[src/rtl/game_flow.sv]
// game_flow: frame-rate match sequencer between the score stage and ball logic.
// Every timer counts frames of the slow clock. Outputs are all registered.
// Optional feature: define GAME_FLOW_AUTO_RESTART_EN to return OVER -> IDLE
// automatically after OVER_TIMEOUT frames.
module game_flow #(
  parameter int SERVE_DELAY  = 30,
  parameter int POINT_PAUSE  = 45,
  parameter int BLINK_PERIOD = 15,
  parameter int DEBOUNCE_LEN = 3,
  parameter int OVER_TIMEOUT = 300
) (
  input  logic       clk,
  input  logic       reset,
  input  logic       start_btn,
  input  logic       score_left,
  input  logic       score_right,
  input  logic       game_over,
  output logic       ball_enable,
  output logic       serve,
  output logic       serve_dir,
  output logic       score_clear,
  output logic       blink,
  output logic [2:0] state
);

  localparam int M01  = (SERVE_DELAY > POINT_PAUSE) ? SERVE_DELAY : POINT_PAUSE;
  localparam int M23  = (BLINK_PERIOD > DEBOUNCE_LEN) ? BLINK_PERIOD : DEBOUNCE_LEN;
  localparam int M03  = (M01 > M23) ? M01 : M23;
  localparam int MAXP = (M03 > OVER_TIMEOUT) ? M03 : OVER_TIMEOUT;
  localparam int TW   = $clog2(MAXP) + 1;
  localparam int DW   = $clog2(DEBOUNCE_LEN + 1);

  localparam logic [2:0] S_IDLE  = 3'd0;
  localparam logic [2:0] S_SERVE = 3'd1;
  localparam logic [2:0] S_PLAY  = 3'd2;
  localparam logic [2:0] S_POINT = 3'd3;
  localparam logic [2:0] S_OVER  = 3'd4;

  localparam logic [TW-1:0] SD_L  = TW'(SERVE_DELAY - 1);
  localparam logic [TW-1:0] PP_L  = TW'(POINT_PAUSE - 1);
  localparam logic [TW-1:0] BP_L  = TW'(BLINK_PERIOD - 1);
  localparam logic [DW-1:0] DEB_C = DW'(DEBOUNCE_LEN);

  logic [2:0]    state_q, state_d;
  logic [TW-1:0] timer_q, timer_d;
  logic [DW-1:0] cnt_q, cnt_d;
  logic          press_q, press_d;
  logic          dir_q, dir_d;
  logic          serve_q, serve_d;
  logic          clr_q, clr_d;
  logic          blink_q, blink_d;
  logic          be_q, be_d;

`ifdef GAME_FLOW_AUTO_RESTART_EN
  localparam int            OW   = $clog2(OVER_TIMEOUT) + 1;
  localparam logic [OW-1:0] OT_L = OW'(OVER_TIMEOUT - 1);
  logic [OW-1:0] ot_q, ot_d;
`endif

  // Debounce: saturating run-length of start_btn; one press per hold
  always_comb begin
    cnt_d = '0;
    if (start_btn) cnt_d = (cnt_q == DEB_C) ? cnt_q : cnt_q + 1'b1;
    press_d = (cnt_d == DEB_C) && (cnt_q != DEB_C);
  end

  // State register and all registered outputs
  always_ff @(posedge clk or negedge reset) begin
    if (!reset) begin
      state_q <= S_IDLE;
      timer_q <= '0;
      cnt_q   <= '0;
      press_q <= 1'b0;
      dir_q   <= 1'b1;
      serve_q <= 1'b0;
      clr_q   <= 1'b0;
      blink_q <= 1'b0;
      be_q    <= 1'b0;
`ifdef GAME_FLOW_AUTO_RESTART_EN
      ot_q    <= '0;
`endif
    end else begin
      state_q <= state_d;
      timer_q <= timer_d;
      cnt_q   <= cnt_d;
      press_q <= press_d;
      dir_q   <= dir_d;
      serve_q <= serve_d;
      clr_q   <= clr_d;
      blink_q <= blink_d;
      be_q    <= be_d;
`ifdef GAME_FLOW_AUTO_RESTART_EN
      ot_q    <= ot_d;
`endif
    end
  end

  // Next state, timer reloads and the transition-driven pulses
  always_comb begin
    state_d = state_q;
    timer_d = timer_q;
    dir_d   = dir_q;
    serve_d = 1'b0;
    clr_d   = 1'b0;
`ifdef GAME_FLOW_AUTO_RESTART_EN
    ot_d    = ot_q;
`endif
    case (state_q)
      S_IDLE: begin
        if (press_q) begin
          state_d = S_SERVE;
          timer_d = SD_L;
          serve_d = 1'b1;
          clr_d   = 1'b1;
        end
      end
      S_SERVE: begin
        if (timer_q == '0) state_d = S_PLAY;
        else               timer_d = timer_q - 1'b1;
      end
      S_PLAY: begin
        if (score_left || score_right) begin
          // Left wins a same-cycle tie; next serve heads toward the scorer
          state_d = S_POINT;
          dir_d   = !score_left;
          timer_d = PP_L;
        end else if (game_over) begin
          state_d = S_OVER;
          timer_d = BP_L;
`ifdef GAME_FLOW_AUTO_RESTART_EN
          ot_d    = OT_L;
`endif
        end
      end
      S_POINT: begin
        if (timer_q != '0) begin
          timer_d = timer_q - 1'b1;
        end else if (game_over) begin
          state_d = S_OVER;
          timer_d = BP_L;
`ifdef GAME_FLOW_AUTO_RESTART_EN
          ot_d    = OT_L;
`endif
        end else begin
          state_d = S_SERVE;
          timer_d = SD_L;
          serve_d = 1'b1;
        end
      end
      S_OVER: begin
        // Timer doubles as the blink half-period counter while in OVER
        timer_d = (timer_q == '0) ? BP_L : timer_q - 1'b1;
`ifdef GAME_FLOW_AUTO_RESTART_EN
        if (ot_q != '0) ot_d = ot_q - 1'b1;
`endif
        if (press_q) begin
          state_d = S_SERVE;
          timer_d = SD_L;
          serve_d = 1'b1;
          clr_d   = 1'b1;
        end
`ifdef GAME_FLOW_AUTO_RESTART_EN
        else if (ot_q == '0) begin
          state_d = S_IDLE;
          timer_d = '0;
          clr_d   = 1'b1;
        end
`endif
      end
      default: begin
        state_d = S_IDLE;
        timer_d = '0;
      end
    endcase
  end

  // Moore outputs computed from the next state so they register alongside it
  always_comb begin
    be_d    = (state_d == S_PLAY);
    blink_d = 1'b0;
    if (state_d == S_OVER && state_q == S_OVER)
      blink_d = (timer_q == '0) ? !blink_q : blink_q;
  end

  assign state       = state_q;
  assign ball_enable = be_q;
  assign serve       = serve_q;
  assign serve_dir   = dir_q;
  assign score_clear = clr_q;
  assign blink       = blink_q;

endmodule
[config.mk]
export PLATFORM = sky130hd
export DESIGN_NAME = game_flow
export DESIGN_NICKNAME = d
export VERILOG_FILES = /design/src/rtl/game_flow.sv
export SDC_FILE = /design/constraint.sdc
export NUM_CORES = 1
export LEC_CHECK = 0
export ABC_CLOCK_PERIOD_IN_PS = 2400
export CAP_MARGIN = 40
export CORE_UTILIZATION = 40
export DETAILED_ROUTE_END_ITERATION = 10
export PLACE_DENSITY = 0.58
export SETUP_SLACK_MARGIN = 0.02
export SLEW_MARGIN = 20
export SYNTH_ARGS = -nofsm -noshare
export SYNTH_HDL_FRONTEND = slang
export SYNTH_SLANG_ARGS = --single-unit
[constraint.sdc]
create_clock -name clk -period 2.4 [get_ports clk]
set_input_delay 0.24 -clock clk [delete_from_list [all_inputs] [get_ports clk]]
set_output_delay 0.24 -clock clk [all_outputs]
set_load 0.05 [all_outputs]
# ---- After elaboration in Yosys (flattened, before gate mapping)
# Index checks and enable logic that the tools add are counted.
dict set report word_totals {
  out_inout_bits 8
  mem_bits_rw 0
  romBits 0
  regBits 21
  elab_cells 60
  n_memories 0
  latch_bits 0
  in_bits 6
}
dict set report op_classes {
  div_mod_pow 0
  n_lt_le_gt_ge 0
  eq_ne 13
  addsub 2
  n_bitwise 0
  multipliers 0
  n_mux 25
  n_reduce_logical 11
  shift 0
}
# op count
set op_table {}
lappend op_table {{2-to-1 mux 10 bit} 7}
lappend op_table {{case mux 10 bit (5 select lines)} 1}
lappend op_table {{2-to-1 mux 3 bit} 6}
lappend op_table {{case mux 3 bit (4 select lines)} 1}
lappend op_table {{zero test 10 bit} 1}
lappend op_table {{nonzero test 10 bit} 1}
lappend op_table {{subtractor 10 x 1 -> 10 bit, second input constant} 1}
lappend op_table {{equality test 3 x 2 -> 1 bit, second input constant} 3}
lappend op_table {{!= test 2 bit, second input constant} 4}
lappend op_table {{equality test 3 bit, second input constant} 2}
lappend op_table {{2-to-1 mux 1 bit} 6}
lappend op_table {{2-to-1 mux 5 bit} 1}
lappend op_table {{equality test 2 bit, second input constant} 2}
lappend op_table {{2-to-1 mux 2 bit} 2}
lappend op_table {{equality test 3 x 1 -> 1 bit, second input constant} 1}
lappend op_table {{zero test 3 bit} 1}
lappend op_table {{!= test 3 bit, second input constant} 1}
lappend op_table {{AND reduction 3 bit} 1}
lappend op_table {{adder 2 x 1 -> 2 bit, second input constant} 1}
lappend op_table {{logical AND 1 bit} 2}
lappend op_table {{zero test 1 bit} 2}
lappend op_table {{case mux 1 bit (2 select lines)} 1}
lappend op_table {{AND reduction 2 bit} 1}
lappend op_table {{OR reduction 2 bit} 1}
lappend op_table {{logical OR 1 bit} 1}

# ---- Longest topological paths before layout
# Gate-level depths: netlist of run 1.
dict set report depth {
  word_depth 6
  ltp_mapped 7
}

# ---- Least setup slack after synthesis of run 1
# Ideal clock, no wire load.
dict set report synth_path {
  kind {register -> register}
  start {register state_q[2] (netlist: state[2])}
  end {register timer_q[1]}
  stages_incl_launch_ff 6
  path_slack_ns 0.428
  setup_time_ns 0.067
  synth_period_minus_slack_ns 1.972
  n_path_buf 1
  arrival_time_ns 1.905
  cell_sequence {dfrtp_1 > buf_2 > or4b_4 > and4_1 > a221oi_2 > o221a_1}
}
dict set report synth_via {
  elab_chain_cells 3
  elab_cells_between_ends 10
}
# element line_no
set synth_rtl {}
lappend synth_rtl {{start: declaration} 44} ;# logic [2:0] state_q, state_d;
lappend synth_rtl {{start signal: assignment} 83} ;# state_q <= state_d;
lappend synth_rtl {{equality test 3 x 2 -> 1 bit, or another cell as far along} 108} ;# case (state_q)
lappend synth_rtl {{!= test 3 bit (no source line) / != test 2 bit (equally long branches)} -}
lappend synth_rtl {{AND reduction 3 bit (no source line)} -}
lappend synth_rtl {{end signal: assignment} 84} ;# timer_q <= timer_d;
lappend synth_rtl {{end: declaration} 45} ;# logic [TW-1:0] timer_q, timer_d;
# Several ways; a longest one is shown, not always the timed one.
# A chain may end at the register's enable or synchronous reset.

# ---- Worst setup path in the final report of run 1
dict set report layout_path {
  start {register state_q[2] (netlist: state[2])}
  end {output state[2]}
}
# element line_no
set layout_rtl {}
lappend layout_rtl {{end: declaration} 23} ;# output logic [2:0] state
# No word-level cell between the ends.

==> flow_metrics.env, run 1 <==
export IMPL_power_combinational_fraction_pct=56.5
export IMPL_critical_path_required_ns=2.16
export IMPL_period_share_pct=91.5
export IMPL_synthToLayoutAreaGrowth_pct=16.5
export IMPL_postCtsHoldBufs=0
export IMPL_max_cap_violations=0
export IMPL_core_area_sq_um=3340
export IMPL_relSlewSlack_pct=50.3
export IMPL_critPathCapture="state[2]"
export IMPL_grt_pass1_wl_um=6060
export IMPL_crit_chain="clkdlybuf4s50_1"
export IMPL_cp_arrival_ns=1.96
export IMPL_synth_top_area_share_pct=35.9
export IMPL_synth_async_sr_flop_share_pct=100
export IMPL_slowest_stage="sky130_fd_sc_hd__clkdlybuf4s50_1"
export IMPL_initial_drt_pass_iterations=4
export IMPL_ys_seq_elements=21
export IMPL_cts_sink_count=21
export IMPL_path_buf_inv=1
export IMPL_post_cts_setup_buffer_count=0
export IMPL_floorplan_initialDensity_pct=41.8
export IMPL_synthDistinctLibCells=54
export IMPL_ir_drop_mv=0.504
export IMPL_clk_pin_slew_worst_paths_ns=0.13
export IMPL_placedCellCount=206
export IMPL_wl_per_cell_um=17.2
export IMPL_report_final_setup_viol=0
export IMPL_worstPathMaxFanout=19
export IMPL_final_number_of_hold_violating_endpoints=0
export IMPL_synth_common_cells="sky130_fd_sc_hd__dfrtp_1 (20), sky130_fd_sc_hd__nor2_1 (11), sky130_fd_sc_hd__a21oi_1 (8), sky130_fd_sc_hd__inv_1 (8)"
export IMPL_ant_nets=0
export IMPL_clock_tree_root_cell="sky130_fd_sc_hd__clkbuf_4"
export IMPL_synth_area_per_cell_sq_um=9.42
export IMPL_max_freq_mhz=455
export IMPL_setup_repair_after_global_routing_missed_its_margin="false"
export IMPL_diodes=0
export IMPL_clock_tree_htree_level_count=1
export IMPL_critical_path_startpoint_type="register"
export IMPL_synth_top_cells_by_area="sky130_fd_sc_hd__dfrtp_1 (36%), sky130_fd_sc_hd__o211ai_1 (3.2%), sky130_fd_sc_hd__nor2_1 (3.0%)"
export IMPL_drc=0
export IMPL_final_fill_count=328
export IMPL_seq_area_frac_synth_pct=37.8
export IMPL_cts_resized=0
export IMPL_nNetsFinal=172
export IMPL_globalRoute_totalOverflow=0
export IMPL_power_clock_fraction_pct=9.6
export IMPL_setup_worst_path_end_class="output port"
export IMPL_cp_top_family="buffers and inverters"
export IMPL_critical_path_class="reg2out"
export IMPL_power_density_nw_per_um2=1190
export IMPL_finClkSkew_ns=0.0115
export IMPL_placementRows=21
export IMPL_fp_dieH_um=61.0
export IMPL_internal_power_uw=974
export IMPL_syn_instance_count=148
export IMPL_first_global_vias=1248
export IMPL_timing_rr_end="timer_q[1]$_DFFE_PN0P_"
export IMPL_synth_fp_nets=155
export IMPL_worst_r2r_cell_count=6
export IMPL_yosys_warnings=0
export IMPL_post_drt_via_cell_ratio=6.06
export IMPL_grt_start_max_net_pins=22
export IMPL_reg2reg_setup_slack_ns=0.23
export IMPL_cts_buffer_depth=2
export IMPL_startpoint="state[2]$_DFF_PN0_"
export IMPL_synth_ff_type="sky130_fd_sc_hd__dfrtp_1"
export IMPL_final_instance_count_excl_fill=210
export IMPL_path_class_of_the_lowest_slack_min_delay_path="in2async"
export IMPL_floorplan_die_area_sq_um=3720
export IMPL_worst_slew_pin_transition_ns=0.741
export IMPL_drt_iter0_markers=59
export IMPL_route_vias_total=1273
export IMPL_grt_usage_pct=22.5
export IMPL_synth_cell_area_sq_um=1390
export IMPL_timing_critical_path_depth=1
export IMPL_most_numerous_cell_in_the_yosys_netlist="sky130_fd_sc_hd__dfrtp_1"
export IMPL_setup_total_negative_slack_ns=0
export IMPL_cts_buffers=3
export IMPL_part_of_the_total_power_dissipated_in_sequential_elements_pct=33.9
export IMPL_p_sw_uw=967
export IMPL_num_io_pins=14
export IMPL_switching_share_pct=49.8
export IMPL_detail_route_wirelength_um=3610
export IMPL_worstSkewPairLatency_ns=0.33
export IMPL_outcome="complete, no violations"
export IMPL_synth_edff_count=0
export IMPL_number_of_antenna_violations_at_the_first_check_in_global_routing=0
export IMPL_io_buffer_count=13
export IMPL_die_width_um=61.0
export IMPL_netlist_top_cell_by_area="sky130_fd_sc_hd__dfrtp_1"
export IMPL_final_wtd_congestion=0.942
export IMPL_finalMaxSlewViolations=0
export IMPL_share_of_cells_above_drive_strength_1_pct=15.9
export IMPL_power_leakage_uw=0.000621
export IMPL_r2r_start="timer_q[0]$_DFFE_PN0P_"
export IMPL_place_hpwl_um=2610
export IMPL_layout_min_cycle_time_ns=2.20
export IMPL_cts_tree="built"
export IMPL_crit_path_max_incr_delay_ns=0.91
## per-stage QoR
step           area, sq um  total power [uW]  setup slack (ns)  hold WS [ns]  utilization [%]
6_report              1620              1940             0.204         0.244             48.7
4_1_cts               1620              1930             0.204         0.240             48.7
3_5_place_dp          1590              1730             0.296         0.445             47.8
2_1_floorplan         1390              1430             0.428       -0.0556                -
3_3_place_gp          1590              1710             0.333         0.426             47.8
5_1_grt               1620              2080            0.0944         0.257             48.7
## worst min path at each step
stage	start	endpoint	slack, ns	cells after the start
6_report	reset	serve$_DFF_PN0_	0.24	2
5_1_grt	reset	ball_enable$_DFF_PN0_	0.26	2
4_1_cts	reset	state[0]$_DFF_PN0_	0.24	2
3_5_place_dp	cnt_q[0]$_DFF_PN0_	press_q$_DFF_PN0_	0.45	1
3_3_place_gp	cnt_q[0]$_DFF_PN0_	press_q$_DFF_PN0_	0.43	1
2_1_floorplan	reset	ball_enable$_DFF_PN0_	-0.06	0
## power groups by stage
| stage | logic (uW) | registers (uW) | clock network (uW) |
|---|---|---|---|
| 2_1_floorplan | 744 | 683 | 0 |
| 3_3_place_gp | 1060 | 653 | 0 |
| 3_5_place_dp | 1070 | 660 | 0 |
| 4_1_cts | 1080 | 653 | 198 |
| 5_1_grt | 1190 | 680 | 213 |
| 6_report | 1100 | 658 | 187 |
## metal layers
layer / global-route usage, % / vias up / routed length, um
met5: 0 / - / 0
met4: 11.4 / 0 / 77
met3: 2.10 / 7 / 145
met2: 34.5 / 34 / 1640
met1: 31.7 / 623 / 1750
li1: - / 609 / -
## sequential cells by signal, summed over array words and instances (netlist names)
register,count
serve,1
timer_q,10
ball_enable,1
serve_dir,1
cnt_q,2
state,3
score_clear,1
blink,1
press_q,1
## cells by family after synthesis
kind of cell	synth area share, %
AOI/OAI and AO/OA	28.5
buffers and inverters	5.03
xor gates and xnor gates	0.628
adders and majority gates	0.898
DFF	37.8
and+or+nand+nor	27.2
## area by class of cell
class / count / area [sq um] / share of cell area (%)
well taps: 46 / 57.6 / 3.54
repair buffers: 20 / 183 / 11.2
multi-input cells: 111 / 797 / 49.1
clock inverters: 1 / 7.51 / 0.462
inverters: 8 / 30.0 / 1.85
clock buffers: 3 / 22.5 / 1.39
flip-flops and latches: 21 / 527 / 32.4
## layout by cell type (no fill, tap or decap), types with 2 or more instances in the layout
master	instances
sky130_fd_sc_hd__o21ai_0	5
sky130_fd_sc_hd__nand2b_1	4
sky130_fd_sc_hd__nor2_1	11
sky130_fd_sc_hd__clkdlybuf4s50_1	13
sky130_fd_sc_hd__inv_1	8
sky130_fd_sc_hd__clkbuf_4	3
sky130_fd_sc_hd__o21ai_1	2
sky130_fd_sc_hd__a31oi_1	6
sky130_fd_sc_hd__o22ai_1	2
sky130_fd_sc_hd__buf_4	7
sky130_fd_sc_hd__nor2b_1	3
sky130_fd_sc_hd__o2bb2ai_1	3
sky130_fd_sc_hd__and4_1	2
sky130_fd_sc_hd__o211ai_1	6
sky130_fd_sc_hd__a211oi_1	3
sky130_fd_sc_hd__dfrtp_1	20
sky130_fd_sc_hd__a22o_1	2
sky130_fd_sc_hd__nor3_1	6
sky130_fd_sc_hd__nand3_1	3
sky130_fd_sc_hd__nand2_1	6
sky130_fd_sc_hd__o21a_1	3
sky130_fd_sc_hd__nand4_1	3
sky130_fd_sc_hd__nor4_1	3
sky130_fd_sc_hd__a21oi_1	8
sky130_fd_sc_hd__nor4b_1	2
No activity file was read; power rests on OpenSTA's default activity.
==> inputs of run 2 (changes only) <==
--- a/config.mk
+++ b/config.mk
@@ -9,6 +9,7 @@
 export CAP_MARGIN = 40
 export CORE_UTILIZATION = 40
 export DETAILED_ROUTE_END_ITERATION = 10
+export MAX_ROUTING_LAYER = met4
 export PLACE_DENSITY = 0.58
 export SETUP_SLACK_MARGIN = 0.02
 export SLEW_MARGIN = 20
==> run 2 against run 1 <==
Compared with the run above:
- worst hold slack better by 0.019 ns
- critical path depth up 5
- critical path type is now reg2reg
- largest cell class unchanged
- final cell count up 0.95%
- combinational power about the same
==> flow_metrics.env, run 2 (synthesis gave the netlist of run 1 again) <==
export IMPL_switching_share_pct=49.0
export IMPL_placedCellCount=208
export IMPL_ir_drop_mv=0.467
export IMPL_cts_buffer_depth=2
export IMPL_path_class_of_the_lowest_slack_min_delay_path="in2async"
export IMPL_worst_slew_pin_transition_ns=0.773
export IMPL_part_of_the_total_power_dissipated_in_sequential_elements_pct=33.6
export IMPL_clk_pin_slew_worst_paths_ns=0.12
export IMPL_placementRows=21
export IMPL_crit_path_max_incr_delay_ns=0.68
export IMPL_crit_chain="inv_1 -> ha_1 -> or4b_1 -> nor3_4 -> a21oi_2 -> o221a_1"
export IMPL_p_sw_uw=950
export IMPL_synthToLayoutAreaGrowth_pct=17.4
export IMPL_highest_signal_layer="met4"
export IMPL_layout_min_cycle_time_ns=2.17
export IMPL_wl_met3_um=196
export IMPL_num_io_pins=14
export IMPL_power_clock_fraction_pct=9.1
export IMPL_report_final_setup_viol=0
export IMPL_globalRoute_totalOverflow=0
export IMPL_route_vias_total=1294
export IMPL_diodes=0
export IMPL_power_leakage_uw=0.000635
export IMPL_place_area_sq_um=1610
export IMPL_regMostFlops="timer_q"
export IMPL_multiInputGateArea_sq_um=797
export IMPL_critical_path_required_ns=2.61
export IMPL_clock_tree_htree_level_count=1
export IMPL_wl_met2_um=1670
export IMPL_pre_cts_slack_ns=0.282
export IMPL_cts_buffers=3
export IMPL_worstPathMaxFanout=8
export IMPL_setup_worst_path_end_class="register"
export IMPL_core_area_sq_um=3340
export IMPL_finalInstanceArea_sq_um=1640
export IMPL_cp_arrival_ns=2.37
export IMPL_final_fill_count=325
export IMPL_final_instance_count_excl_fill=212
export IMPL_drc=0
export IMPL_place_hpwl_um=2640
export IMPL_post_cts_setup_buffer_count=0
export IMPL_worstSkewPairLatency_ns=0.31
export IMPL_wl_per_cell_um=17.1
export IMPL_floorplan_die_area_sq_um=3720
export IMPL_first_global_vias=1273
export IMPL_grt_usage_pct=23.3
export IMPL_post_layout_total_power_uw=1940
export IMPL_clock_tree_root_cell="sky130_fd_sc_hd__clkbuf_4"
export IMPL_initial_drt_pass_iterations=4
export IMPL_io_buffer_count=13
export IMPL_cts_sink_count=21
export IMPL_largest_register_ffs=10
export IMPL_layout_area_seq_sq_um=527
export IMPL_finalMaxSlewViolations=0
export IMPL_ant_nets=0
export IMPL_cts_tree="built"
export IMPL_internal_power_uw=991
export IMPL_relSlewSlack_pct=48.1
export IMPL_post_drt_via_cell_ratio=6.10
export IMPL_number_of_antenna_violations_at_the_first_check_in_global_routing=0
export IMPL_power_density_nw_per_um2=1190
export IMPL_setup_repair_after_global_routing_missed_its_margin="false"
export IMPL_die_width_um=61.0
export IMPL_detail_route_wirelength_um=3620
export IMPL_grt_pass1_wl_um=6090
export IMPL_max_freq_mhz=461
export IMPL_nNetsFinal=174
export IMPL_layout_setup_ws_ns=0.231
export IMPL_grt_start_max_net_pins=22
export IMPL_fp_dieH_um=61.0
export IMPL_final_common_cell="sky130_fd_sc_hd__dfrtp_1"
export IMPL_cts_resized=0
export IMPL_postCtsHoldBufs=0
export IMPL_outcome="complete, no violations"
export IMPL_final_number_of_hold_violating_endpoints=0
export IMPL_share_of_cells_above_drive_strength_1_pct=16.9
export IMPL_final_cell_mix="sky130_fd_sc_hd__dfrtp_1 (20), sky130_fd_sc_hd__clkdlybuf4s50_1 (13), sky130_fd_sc_hd__nor2_1 (11)"
export IMPL_finClkSkew_ns=0.00456
export IMPL_setup_total_negative_slack_ns=0
export IMPL_detail_route_wirelength_met1_um=1700
export IMPL_period_share_pct=90.4
export IMPL_final_wtd_congestion=0.894
export IMPL_max_cap_violations=0
export IMPL_critical_path_startpoint_type="register"
export IMPL_slowest_stage="sky130_fd_sc_hd__or4b_1"
export IMPL_critical_path_class="reg2reg"
export IMPL_power_combinational_fraction_pct=57.3
export IMPL_drt_iter0_markers=72
export IMPL_floorplan_initialDensity_pct=41.8
[run 2: layout make-up]
| class | instances | area share [%] |
|---|---|---|
| clock inverter | 1 | 0.306 |
| multi-input combinational | 111 | 48.7 |
| inverter | 8 | 1.83 |
| clock buffer | 3 | 1.38 |
| timing repair buffer | 22 | 12.1 |
| sequential | 21 | 32.2 |
| tap | 46 | 3.52 |
[run 2: per-layer routing]
| layer | vias up | global-route usage [%] |
|---|---|---|
| li1 | 611 | - |
| met1 | 632 | 31.8 |
| met2 | 47 | 34.8 |
| met3 | 4 | 2.52 |
| met4 | 0 | 10.4 |
| met5 | - | - |
[run 2: power by group through the flow]
stage | Clock (uW) | Combinational [uW] | Sequential [uW]
3_3_place_gp | 0 | 1090 | 651
3_5_place_dp | 0 | 1100 | 656
4_1_cts | 186 | 1110 | 648
6_report | 176 | 1110 | 653
2_1_floorplan | 0 | 744 | 683
5_1_grt | 200 | 1220 | 676
[run 2: through the flow]
stage / hold slack (ns) / utilization, %
6_report: 0.262 / 49.0
5_1_grt: 0.273 / 49.0
4_1_cts: 0.261 / 49.0
3_5_place_dp: 0.442 / 48.2
3_3_place_gp: 0.426 / 48.2
2_1_floorplan: -0.0556 / -
[run 2: final timing paths]
kind,startpoint,endpoint,slack (ns),cells after the start
setup / recovery,timer_q[0]$_DFFE_PN0P_,timer_q[1]$_DFFE_PN0P_,0.23,6
hold / removal,reset,state[0]$_DFF_PN0_,0.26,2
setup reg to reg,timer_q[0]$_DFFE_PN0P_,timer_q[1]$_DFFE_PN0P_,0.23,6
hold reg to reg,cnt_q[0]$_DFF_PN0_,press_q$_DFF_PN0_,0.46,1
max in group asynchronous,reset,serve_dir$_DFFE_PN1P_,1.86,2
min in group clk,cnt_q[0]$_DFF_PN0_,press_q$_DFF_PN0_,0.46,1
[run 2: worst max-delay path, delay by kind of cell (launching register included)]
kind | cells | cell delay (ns)
simple gates | 2 | 0.95
flops | 1 | 0.43
compound gates | 2 | 0.39
fa+ha+maj | 1 | 0.21
buf+inv | 1 | 0.09
